--- src/rtl/sext_lane_unpack.sv ---
// Unpacks a word of LANES narrow lanes into INW-bit sign- or zero-extended
// lanes, presenting one lane per valid/ready transfer with no bubble between words.
module sext_lane_unpack #(
  parameter int OUTW  = 8,
  parameter int INW   = 16,
  parameter int LANES = 4,
  localparam int LW   = $clog2(LANES)
) (
  input  logic                  i_clk,
  input  logic                  i_nRst,
  input  logic                  i_flush,
  input  logic                  i_wordValid,
  output logic                  o_wordReady,
  input  logic [LANES*OUTW-1:0] i_word,
  input  logic                  i_zeroExt,
  input  logic [LW-1:0]         i_lastLane,
  output logic                  o_valid,
  input  logic                  i_ready,
  output logic [INW-1:0]        o_value,
  output logic [LW-1:0]         o_laneIdx,
  output logic                  o_last
);

  typedef enum logic {
    S_IDLE = 1'b0,
    S_EMIT = 1'b1
  } state_e;

  state_e                state_q, state_d;
  logic [LW-1:0]         lane_q, lane_d;
  logic [LW-1:0]         last_q, last_d;
  logic [LANES*OUTW-1:0] word_q, word_d;
  logic                  zext_q, zext_d;
  logic [OUTW-1:0]       lane_bits_s;
  logic                  accept_s;
  logic                  xfer_s;

  // Select the current lane and decode the stream handshakes from state.
  always_comb begin
    lane_bits_s = '0;
    for (int k = 0; k < LANES; k++) begin
      if (lane_q == LW'(k)) begin
        lane_bits_s = word_q[k*OUTW +: OUTW];
      end else begin
        lane_bits_s = lane_bits_s;
      end
    end
    o_valid   = (state_q == S_EMIT);
    o_last    = o_valid & (lane_q == last_q);
    o_laneIdx = lane_q;
    o_value   = {{(INW-OUTW){lane_bits_s[OUTW-1] & ~zext_q}}, lane_bits_s};
    // A new word may enter while the final lane of the previous one is taken.
    o_wordReady = i_nRst & ~i_flush & (~o_valid | (o_last & i_ready));
    accept_s    = i_wordValid & o_wordReady;
    xfer_s      = o_valid & i_ready & i_nRst & ~i_flush;
  end

  // Next-state: flush beats accept, accept beats plain lane advance.
  always_comb begin
    state_d = state_q;
    lane_d  = lane_q;
    last_d  = last_q;
    word_d  = word_q;
    zext_d  = zext_q;
    if (i_flush) begin
      state_d = S_IDLE;
      lane_d  = '0;
    end else if (accept_s) begin
      state_d = S_EMIT;
      lane_d  = '0;
      word_d  = i_word;
      zext_d  = i_zeroExt;
      last_d  = i_lastLane;
    end else if (xfer_s) begin
      if (o_last) begin
        state_d = S_IDLE;
        lane_d  = '0;
      end else begin
        lane_d = lane_q + LW'(1);
      end
    end else begin
      state_d = state_q;
    end
  end

  // State and held-word registers with synchronous active-low reset.
  always_ff @(posedge i_clk) begin
    if (!i_nRst) begin
      state_q <= S_IDLE;
      lane_q  <= '0;
      last_q  <= '0;
      word_q  <= '0;
      zext_q  <= 1'b0;
    end else begin
      state_q <= state_d;
      lane_q  <= lane_d;
      last_q  <= last_d;
      word_q  <= word_d;
      zext_q  <= zext_d;
    end
  end

endmodule

--- config.mk ---
export PLATFORM = sky130hd
export DESIGN_NAME = sext_lane_unpack
export DESIGN_NICKNAME = d
export VERILOG_FILES = /design/src/rtl/sext_lane_unpack.sv
export SDC_FILE = /design/constraint.sdc
export NUM_CORES = 1
export LEC_CHECK = 0
export ABC_AREA = 1
export CAP_MARGIN = 20
export CORE_MARGIN = 5
export CORE_UTILIZATION = 53
export CTS_CLUSTER_SIZE = 24
export DETAILED_ROUTE_END_ITERATION = 12
export MAX_ROUTING_LAYER = met4
export PLACE_DENSITY = 0.95
export RECOVER_POWER = 100
export SKIP_CTS_REPAIR_TIMING = 1
export SLEW_MARGIN = 30
export SYNTH_ARGS = -nofsm -noshare
export SYNTH_HDL_FRONTEND = slang
export SYNTH_SLANG_ARGS = --single-unit
--- constraint.sdc ---
create_clock -name i_clk -period 4.8 [get_ports i_clk]
set_input_delay 0.48 -clock i_clk [delete_from_list [all_inputs] [get_ports i_clk]]
set_output_delay 0.48 -clock i_clk [all_outputs]
set_load 0.01 [all_outputs]
==> metrics.md <==
| Metric | Value |
|---|---|
| Crit. End Element | `flip-flop` |
| Place WS | `1.839 ns` |
| Synth area leader | `dfxtp_1` |
| Post-synth net total | `423` |
| IO Pins | `61` |
| Max Cap Viol | `0` |
| Largest net degree at the start of global routing | `38` |
| Status | `finished clean` |
| Critical path launch point type | `flip-flop` |
| Rows | `24` |
| TritonCTS sink count | `38` |
| Routed Wire Length | `5675 µm` |
| Power Density | `252.9 mW/mm²` |
| Slew margin rel. | `14.65%` |
| Worst EP required | `4.98 ns` |
| Inst Count DP | `466` |
| Worst-path clk slew | `0.07 ns` |
| Post-DP HPWL | `3973 µm` |
| CP arrival | `3.68 ns` |
| Initial antenna violation count | `0` |
| Most common cell after layout, fill and taps aside | `inv_1` |
| Die width | `76.41 µm` |
| Synth warn | `0` |
| TritonCTS clock tree | `done` |
| Cell area after synthesis | `0.002337 mm²` |
| First-pass GRT wire length | `9639 µm` |
| #FFs+latches synth | `38` |
| Max VDD drop | `0.2287 mV` |
| Core Region | `0.004324 mm²` |
| Tightest Hold Check Type | `flip-flop to flip-flop` |
| Synth-to-layout area growth | `26.07%` |
| Die H | `76.41 µm` |
| Mapped Avg Cell Area | `6.167 µm²` |
| Initial Util | `54.05%` |
| CTS Root Cell | `clkbuf_8` |
| PortBufs | `60` |
| Area after DPL | `0.002860 mm²` |
| Post-synthesis cell count | `379` |
| Crit path time final | `3.500 ns` |
| Layout Skew | `0.005542 ns` |
| Tightest Pin Transition | `1.277 ns` |
| ANT nets after route | `0` |
| Crit-path max FO | `37` |
| Maximum buffer depth of the clock tree | `2` |
| Antenna Cells | `0` |
| Register area share after synthesis | `32.55%` |
| Vias in the first global route | `2199` |
| Drt first pass iters | `5` |
| Vias per cell | `4.937` |
| # H-tree levels | `2` |
| Count of different cell masters after synthesis | `25` |
| Synth top area share | `32.55%` |
| Max Clock Freq | `0.2857 GHz` |
| Placer Congestion | `0.8857` |
| Nets@finish | `465` |
| Final-report max-slew violation count | `0` |
| DRC | `0` |
| Initial DRC count | `198` |
| Most frequent cells in the layout | `inv_1, nand2_1, clkdlybuf4s50_1` |
| Vias | `2340` |
| Post-route cell area | `0.002947 mm²` |
| CTS buffer count | `5` |
| Setup TNS | `0 ns` |
| Count of final setup violators | `0` |
| PnR worst setup slack | `1.300 ns` |
| GRT overflow | `0` |
| GRT Overall Usage | `20.32%` |
| Die area | `0.005838 mm²` |
| Clock Latency Late Sink | `0.30 ns` |
| Period utilization | `72.92%` |
| Area contributors post-synth | `dfxtp_1, inv_1, nand2_1` |
| Final non-filler cell total | `474` |
| Setup repair after global routing missed its margin | `false` |
| Endpoints failing hold | `0` |
| Crit Path Class | `flip-flop to flip-flop` |
| Layout cell share with drive strength beyond 1 | `2.844%` |
| Static leakage | `1.562 nW` |
| Tot Pwr | `745.2 µW` |
| Routed len/inst | `11.97 µm` |
==> metrics by stage <==
| stage | util (%) | hold slack [ns] |
|---|---|---|
| 2_1_floorplan | - | 0.4859 |
| 3_3_place_gp | 66.15 | 0.4990 |
| 3_5_place_dp | 66.15 | 0.5066 |
| 4_1_cts | 68.66 | 0.5185 |
| 5_1_grt | 68.14 | 0.5490 |
| 6_report | 68.14 | 0.5228 |
==> per-layer routing <==
metal / global-route usage [%] / up-vias / wire length, µm
met1: 22.66 / 1043 / 2296
met2: 33.99 / 74 / 2905
met5: - / - / 0
met4: 9.790 / 0 / 112
met3: 4.728 / 10 / 361
li1: - / 1213 / -
==> where the power goes <==
| group | total (mW) | internal (mW) | switching, mW |
|---|---|---|---|
| combinational | 0.139 | 0.0668 | 0.0718 |
| sequential | 0.337 | 0.330 | 0.00661 |
| clock | 0.269 | 0.153 | 0.117 |
| total | 0.745 | 0.550 | 0.195 |
==> sequential cells by signal, indices dropped and copies added (netlist names) <==
register / cells
zext_q: 1
word_q: 32
last_q: 2
o_laneIdx: 2
o_valid: 1
==> critical path, stage by stage, from the launching register on <==
cell and delay [ns]:
dfxtp_1 0.45, nor2_1 0.08, nor2_1 0.17, nand3_2 0.10, nand2_1 0.86, nand3_1 1.26, nand2_1 0.37, nor2_1 0.08
==> area by class of cell <==
type                            instances  area [µm²]
Multi-Input combinational cell        199       964.7
Inverter                              115       431.7
Timing Repair Buffer                   62       615.6
Sequential cell                        38       760.7
Fill cell                             363        1378
Tap cell                               52       65.06
Clock inverter                          3       40.04
Clock buffer                            5       68.82
==> cells in the mapped netlist <==
master    instances
a22oi_1           3
nand4_1          35
nand3_4           1
ha_1              4
nand3_1           1
nor2_1           39
buf_1             7
nand3_2           1
inv_1           114
inv_2             1
buf_2             6
nand2_1          78
o21ai_0          13
nor3_1            5
xnor2_1           1
nand2_4           1
a21oi_1           7
a31oi_1           1
o211ai_1          3
clkbuf_1          4
buf_6             3
dfxtp_1          38
o221ai_1          5
buf_4             7
nor2_2            1
==> worst paths after layout <==
check / from / to / cells past startpoint / slack [ns]
worst max-delay path: o_laneIdx[0] / o_laneIdx[1] / 7 / 1.30
worst min-delay path: word_q[21] / word_q[21] / 4 / 0.52
worst max register to register: o_laneIdx[0] / o_laneIdx[1] / 7 / 1.30
worst min register to register: word_q[21] / word_q[21] / 4 / 0.52
==> kinds of logic after synthesis <==
group,after synthesis,share of synthesized area (%)
AO/OA/AOI/OAI,32,8.351
XOR/XNOR,1,0.3748
adder cells (fa/ha/maj),4,2.141
buffers and inverters,142,25.21
flip-flops,38,32.55
AND/OR/NAND/NOR,162,31.37
Power figures use the tool's default switching activity.
